===== config.mk =====
export PLATFORM = sky130hd
export DESIGN_NAME = seq_mul_shift_add_flat
export DESIGN_NICKNAME = d
export VERILOG_FILES = /design/src/rtl/seq_mul_shift_add_if.sv /design/src/rtl/seq_mul_shift_add.sv /design/src/flat_wrapper.sv
export SDC_FILE = /design/constraint.sdc
export NUM_CORES = 1
export LEC_CHECK = 0
export ABC_CLOCK_PERIOD_IN_PS = 3360
export CAP_MARGIN = 20
export CORE_MARGIN = 2
export CORE_UTILIZATION = 50
export DETAILED_ROUTE_END_ITERATION = 8
export PLACE_DENSITY = 0.71
export SYNTH_ARGS = -nofsm -noshare
export SYNTH_HDL_FRONTEND = slang
export SYNTH_SLANG_ARGS = --single-unit

===== constraint.sdc =====
create_clock -name clk -period 3.36 [get_ports clk]
set_input_delay 1.008 -clock clk [delete_from_list [all_inputs] [get_ports clk]]
set_output_delay 1.008 -clock clk [all_outputs]
set_load 0.005 [all_outputs]

===== src/rtl/seq_mul_shift_add_if.sv =====
// Handshake bundle for the sequential shift-add multiplier: request side
// (start/mode/operands) and result side (busy/done/prod).
interface seq_mul_shift_add_if #(
  parameter int WIDTH = 8
);
  logic                 start;
  logic                 signed_mode;
  logic [WIDTH-1:0]     a;
  logic [WIDTH-1:0]     b;
  logic                 busy;
  logic                 done;
  logic [2*WIDTH-1:0]   prod;

  modport master (
    output start, signed_mode, a, b,
    input  busy, done, prod
  );

  modport slave (
    input  start, signed_mode, a, b,
    output busy, done, prod
  );
endinterface


===== src/rtl/seq_mul_shift_add.sv =====
// Sequential shift-add multiplier: one partial product per clock, signed or unsigned.
// Optional macro SEQ_MUL_EARLY_TERM_EN ends RUN as soon as the remaining multiplier is zero.
module seq_mul_shift_add #(
  parameter int WIDTH = 8
) (
  input logic               clk,
  input logic               rst,
  seq_mul_shift_add_if.slave bus
);
  localparam int PW = 2 * WIDTH;
  localparam int CW = $clog2(WIDTH);

  typedef enum logic [1:0] {
    IDLE,
    RUN,
    DONE
  } state_e;

  state_e            state_q, state_d;
  logic [PW-1:0]     acc_q, acc_d;
  logic [PW-1:0]     mcand_q, mcand_d;
  logic [PW-1:0]     prod_q, prod_d;
  logic [WIDTH-1:0]  mplier_q, mplier_d;
  logic [CW-1:0]     count_q, count_d;
  logic              neg_q, neg_d;

  logic              accept;
  logic              lastCycle;
  logic [PW-1:0]     accSum;
  logic [WIDTH-1:0]  magA, magB;
  logic              negIn;

  assign accept = bus.start && (state_q != RUN);
  assign accSum = acc_q + (mplier_q[0] ? mcand_q : '0);

  // Signed operands are reduced to magnitudes; the most-negative value still fits unsigned.
  assign magA  = (bus.signed_mode && bus.a[WIDTH-1]) ? -bus.a : bus.a;
  assign magB  = (bus.signed_mode && bus.b[WIDTH-1]) ? -bus.b : bus.b;
  assign negIn = bus.signed_mode & (bus.a[WIDTH-1] ^ bus.b[WIDTH-1]);

`ifdef SEQ_MUL_EARLY_TERM_EN
  assign lastCycle = (count_q == CW'(WIDTH - 1)) || (mplier_q[WIDTH-1:1] == '0);
`else
  assign lastCycle = (count_q == CW'(WIDTH - 1));
`endif

  always_ff @(posedge clk) begin
    if (rst) begin
      state_q <= IDLE;
    end else begin
      state_q <= state_d;
    end
  end

  always_comb begin
    state_d = state_q;
    case (state_q)
      IDLE:    if (bus.start) state_d = RUN;
      RUN:     if (lastCycle) state_d = DONE;
      DONE:    state_d = bus.start ? RUN : IDLE;
      default: state_d = IDLE;
    endcase
  end

  always_comb begin
    acc_d    = acc_q;
    mcand_d  = mcand_q;
    mplier_d = mplier_q;
    count_d  = count_q;
    neg_d    = neg_q;
    prod_d   = prod_q;
    if (accept) begin
      acc_d    = '0;
      mcand_d  = {{WIDTH{1'b0}}, magA};
      mplier_d = magB;
      count_d  = '0;
      neg_d    = negIn;
    end else if (state_q == RUN) begin
      acc_d    = accSum;
      mcand_d  = mcand_q << 1;
      mplier_d = mplier_q >> 1;
      count_d  = count_q + CW'(1);
      // The final sum is taken straight from the adder so prod lands with done.
      if (lastCycle) begin
        prod_d = neg_q ? -accSum : accSum;
      end
    end
  end

  always_ff @(posedge clk) begin
    if (rst) begin
      acc_q    <= '0;
      mcand_q  <= '0;
      mplier_q <= '0;
      count_q  <= '0;
      neg_q    <= 1'b0;
      prod_q   <= '0;
    end else begin
      acc_q    <= acc_d;
      mcand_q  <= mcand_d;
      mplier_q <= mplier_d;
      count_q  <= count_d;
      neg_q    <= neg_d;
      prod_q   <= prod_d;
    end
  end

  always_comb begin
    bus.busy = (state_q == RUN);
    bus.done = (state_q == DONE);
    bus.prod = prod_q;
  end
endmodule

===== src/flat_wrapper.sv =====
// flat-port wrapper written by rule: the top's interface ports become plain ports
module seq_mul_shift_add_flat 
#(
  parameter int WIDTH = 8
)
  (clk, rst, bus_start, bus_signed_mode, bus_a, bus_b, bus_busy, bus_done, bus_prod);
  seq_mul_shift_add_if #(.WIDTH(WIDTH)) bus_i ();
  input logic clk;
  input logic rst;
  input wire logic [$bits(bus_i.start)-1:0] bus_start;
  input wire logic [$bits(bus_i.signed_mode)-1:0] bus_signed_mode;
  input wire logic [$bits(bus_i.a)-1:0] bus_a;
  input wire logic [$bits(bus_i.b)-1:0] bus_b;
  output wire logic [$bits(bus_i.busy)-1:0] bus_busy;
  output wire logic [$bits(bus_i.done)-1:0] bus_done;
  output wire logic [$bits(bus_i.prod)-1:0] bus_prod;
  assign bus_i.start = bus_start;
  assign bus_i.signed_mode = bus_signed_mode;
  assign bus_i.a = bus_a;
  assign bus_i.b = bus_b;
  assign bus_busy = bus_i.busy;
  assign bus_done = bus_i.done;
  assign bus_prod = bus_i.prod;
  seq_mul_shift_add #(.WIDTH(WIDTH)) u_core (.clk(clk), .rst(rst), .bus(bus_i));
endmodule

After elaboration in Yosys (flattened, before gate mapping):

Cells that the tools add are included.

* register bits: 62
* input bits: 20
* output and inout port bits: 18
* word-level logic and storage cells: 42

* add/sub/neg operators: 5
* equality and inequality tests: 6
* muxes and demuxes: 12
* bitwise operators: 3
* reductions and logical operators: 8

Operator list (number)
* $mux 8: 6
* $mux 16: 2
* $add 16x16->16: 1
* $neg 16->16: 1
* $neg 8->8: 2
* $pmux 2 s3: 1
* $mux 2: 2
* $ne 2x1->1 const B: 2
* $add 3x1->3 const B: 1
* $eq 3x3->1 const B: 1
* $logic_and 1x1->1: 3
* $reduce_and 3->1: 1
* $eq 2x1->1 const B: 1
* $eq 2x2->1 const B: 1
* $logic_not 2->1: 1
* $ne 2x2->1 const B: 1
* $reduce_and 2->1: 1
* $reduce_bool 2->1: 1
* $reduce_or 2->1: 1
* $and 1x1->1: 1
* $mux 1: 1
* $not 1->1: 1
* $xor 1x1->1: 1

Longest topological paths before layout:

* word-level depth: 4
* mapped depth: 13
* mapped depth without buffers: 12

Worst setup path after synthesis:

OpenSTA, ideal clock, no wires.

* kind: register to register
* from: register u_core.mplier_q[0]
* to: register u_core.prod_q[14] (netlist: u_core.bus.prod[14])
* setup time: 0.086 ns
* arrival time: 3.090 ns
* required time: 3.274 ns
* setup slack: 0.185 ns
* cell stages (with the launch flop): 14
* path buffers: 1
* period minus slack after synthesis: 3.175 ns
* cells stage by stage: dfxtp_1 > clkbuf_1 > and2_1 > ha_1 > inv_1 > fa_1 > nand2b_2 > a211oi_4 > o211ai_1 > a22oi_2 > nand3_2 > o41ai_2 > xor2_1 > a211oi_1

* word-level cells in the longest chain between the ends: 4

Ends and longest elaborated chain
* start, declared: line seq_mul_shift_add.sv:23 `logic [WIDTH-1:0] mplier_q, mplier_d;`
* start signal, assigned: line seq_mul_shift_add.sv:101 `mplier_q <= mplier_d;`
* $mux 16 *: line seq_mul_shift_add.sv:34 `assign accSum = acc_q + (mplier_q[0] ? mcand_q : '0);`
* $add 16x16->16 *: line seq_mul_shift_add.sv:34
* $neg 16->16: line seq_mul_shift_add.sv:85 `prod_d = neg_q ? -accSum : accSum;`
* $mux 16 *: line seq_mul_shift_add.sv:85
* end signal, assigned: line seq_mul_shift_add.sv:104 `prod_q <= prod_d;`
* end, declared: line seq_mul_shift_add.sv:22 `logic [PW-1:0] prod_q, prod_d;`

Mark *: on every way between the ends. The rest lies on a longest branch, timed or not.
A chain may end at the register's enable or synchronous reset.

Worst setup path after layout:

* from: register u_core.mcand_q[0]
* to: register u_core.prod_q[15] (netlist: u_core.bus.prod[15])

* word-level cells in the longest chain between the ends: 4

Ends and longest elaborated chain
* start, declared: line seq_mul_shift_add.sv:21 `logic [PW-1:0] mcand_q, mcand_d;`
* start signal, assigned: line seq_mul_shift_add.sv:100 `mcand_q <= mcand_d;`
* $mux 16 *: line seq_mul_shift_add.sv:34
* $add 16x16->16 *: line seq_mul_shift_add.sv:34
* $neg 16->16: line seq_mul_shift_add.sv:85
* $mux 16 *: line seq_mul_shift_add.sv:85

Marks and branches as above.

==> metrics.cfg <==
[run_status]
status=finished clean

[route]
postRouteWirelength_um=9177
vias=3675
drtIter0Drc=207
avgRoutedWirePerCell_um=14.08
dr.pass1.iters=4
viasPerCell=5.637
post-route-drc-count=0
ant_nets=0

[job]
max-cap-violations=0

[global_routing]
antenna_found_initial=0
grt-ovfl-total=0
grt_pass1_wl_um=15810
grt_max_degree=55
grt_pass1_vias=3411
grt_use_total=0.2289

[critical_path]
setup.worst_path.start_class=register
r2r_cells=13
reg2reg_slack_ps=200
critPathBufInv=2
worstPathMaxFanout=5
slowest_delay_ps=420
crit_required_ps=3610
crit_end=u_core.bus.prod[15]
reg2reg_from=u_core.mcand_q[0]
cp_num_cells=13
startpoint=u_core.mcand_q[0]
critPathSlowestCell=fa_1
r2r-end=u_core.bus.prod[15]
cp-end-kind=register
path_cells=and2_1 -> ha_1 -> inv_1 -> fa_1 -> nand2b_2 -> a211oi_4 -> buf_4 -> o21a_1 -> o221ai_1 -> xnor2_1 -> nor4_1 -> mux2i_1 -> nand2_1
cp.arrival_ps=3410
critPathTopFamily=simple AND/OR/NAND/NOR gates
worstSetupPathType=reg2reg

[timing]
hold_ws_ps=461.5
min_period_over_period=0.9397
fin_crit_ps=3157
finalHoldViolations=0
slew_viol_final=0
setup_tns_ps=0
fin_ws_ps=202.5
fmax_mhz=316.7
rsz0062_at_grt=no
worst_pin_slew_ps=786.3
slew-limit-headroom=0.4740
setup_viol=0
finClkSkew_ps=10.51

[layout]
synthToLayoutAreaGrowth_pct=16.92
final_common_cell=nand2_1
fillCellCount=712
diodes=0
drive_gt1_frac=0.08182
layout.nets=586
final_cell_mix=nand2_1, nor2_1, dfxtp_1, a21oi_1, clkdlybuf4s50_1
final_area_um2=4652

[synthesis]
postSynth.asyncResetShare=0
syn_area_um2=3979
synth.distinct_cells=62
synth-warning-count=0
ys_ff_latch=62
synth_edf_count=0
syn_avg_cell_area_um2=7.696
synth_nets=558
ys.flop_type=dfxtp_1
syn_inst=517
ys_seq_area_frac=0.3119

[die]
fp.dieW_um=93.21
die_h_um=93.21
ios=38
core_area_um2=7727
die_area_um2=8687
start_util=0.5149
rows=32

[clock_tree]
insertion_delay_ps=360
cts_root_buf=clkbuf_8
cts_resized=0
clkTransAtPathRegs_ps=80
clock_sinks=62
cts_buffer_depth=2
numCtsBuffers=9
htreeDepth=3
cts_tree=built

[placement]
hpwl_um=6817
preCtsSetupSlack_ps=238.8
place_congestion=0.8650
dpl_cell_area_um2=4408
io_buffers=37

[power]
leakagePower_uw=0.001848
peakVddDrop_uv=195.6
powerDensity_nw_per_um2=380.1

[min_path]
worstHoldPathType=reg2reg

==> flip-flops by register name, summed over array words and instances (netlist names) <==
signal / flops
u_core.mcand_q: 16
u_core.mplier_q: 8
u_core.neg_q: 1
u_core.acc_q: 16
u_core.state_q: 2
u_core.bus.prod: 16
u_core.count_q: 3
==> per-layer routing <==
layer	routed length (um)	global-route usage	part of all wire
met4	163	0.08088	0.018
met3	357	0.04835	0.039
met2	4065	0.3641	0.44
met5	0	0	0
met1	4591	0.3074	0.50
==> where the power goes <==
group	internal, uW	switching (uW)
clock network	429	330
logic	97.9	142
registers	756	15.3
==> cells in the mapped netlist, types with 3 or more instances <==
cell type  instances  area share
dfxtp_1           62        0.31
o21ai_0           13       0.016
nand2b_1           3      0.0047
clkbuf_1          25       0.024
nand2_1           73       0.069
o211ai_1           5      0.0094
nor3_1            12       0.015
a21o_1             5      0.0094
ha_1              20       0.063
and2_1            18       0.028
nor2b_1            3      0.0047
a211oi_1          24       0.045
xor2_1            13       0.029
nand4_1            4      0.0063
mux2i_1            4       0.010
o21a_1             3      0.0057
a21oi_1           53       0.067
o21ai_1            3      0.0038
nor4_1             3      0.0047
a31oi_1            7       0.011
xnor2_1           17       0.037
or3_1              8       0.013
inv_1             14       0.013
nand3_1            8       0.010
a311oi_1           7       0.015
nor2_1            66       0.062
==> worst min-delay path, cell delays in order (launching register included) <==
cell and delay, ps:
dfxtp_1 320, nand2_1 50, a21oi_1 50
==> repair_timing <==
| item | 4_1_cts | 5_1_grt |
|---|---|---|
| hold endpoints to repair | 0 | 0 |
| setup endpoints to repair | 0 | 2 |
| hold buffers | 0 | 0 |
| setup buffers | 0 | 2 |
==> metrics by stage <==
stage	power [uW]	cells	util
floorplan	954.1	517	-
global placement	1023	634	0.5704
detailed placement	1027	634	0.5704
CTS	1788	650	0.6001
global route	1849	652	0.6020
finish	1768	652	0.6020
==> kinds of logic (layout without fill, tap and decap cells) <==
logic type / after synthesis / count (layout) / synth area share
flops: 62 / 62 / 0.3119
mux: 4 / 4 / 0.01006
simple gates: 213 / 213 / 0.2503
buf+inv: 44 / 77 / 0.04465
xor+xnor: 30 / 30 / 0.06604
compound gates: 143 / 143 / 0.2491
fa+ha+maj: 21 / 21 / 0.06792
==> layout make-up <==
class / instances / area [um2] / area share
inverter: 15 / 56.30 / 0.01210
multi-input combinational: 411 / 2560 / 0.5503
timing repair buffer: 46 / 437.9 / 0.09414
tap: 102 / 127.6 / 0.02743
sequential: 62 / 1241 / 0.2668
clock inverter: 7 / 105.1 / 0.02259
clock buffer: 9 / 123.9 / 0.02663
==> how the worst min path moves through the flow <==
stage                            start                 end  slack [ps]  cells past startpoint
floorplan            u_core.mcand_q[7]   u_core.mcand_q[8]         440                      2
global placement       u_core.acc_q[4]     u_core.acc_q[4]         450                      2
detailed placement  u_core.bus.prod[0]  u_core.bus.prod[0]         450                      2
CTS                 u_core.bus.prod[0]  u_core.bus.prod[0]         470                      2
global route         u_core.count_q[1]   u_core.count_q[1]         490                      2
finish               u_core.count_q[1]   u_core.count_q[1]         460                      2
(Power assumes the default switching activity.)
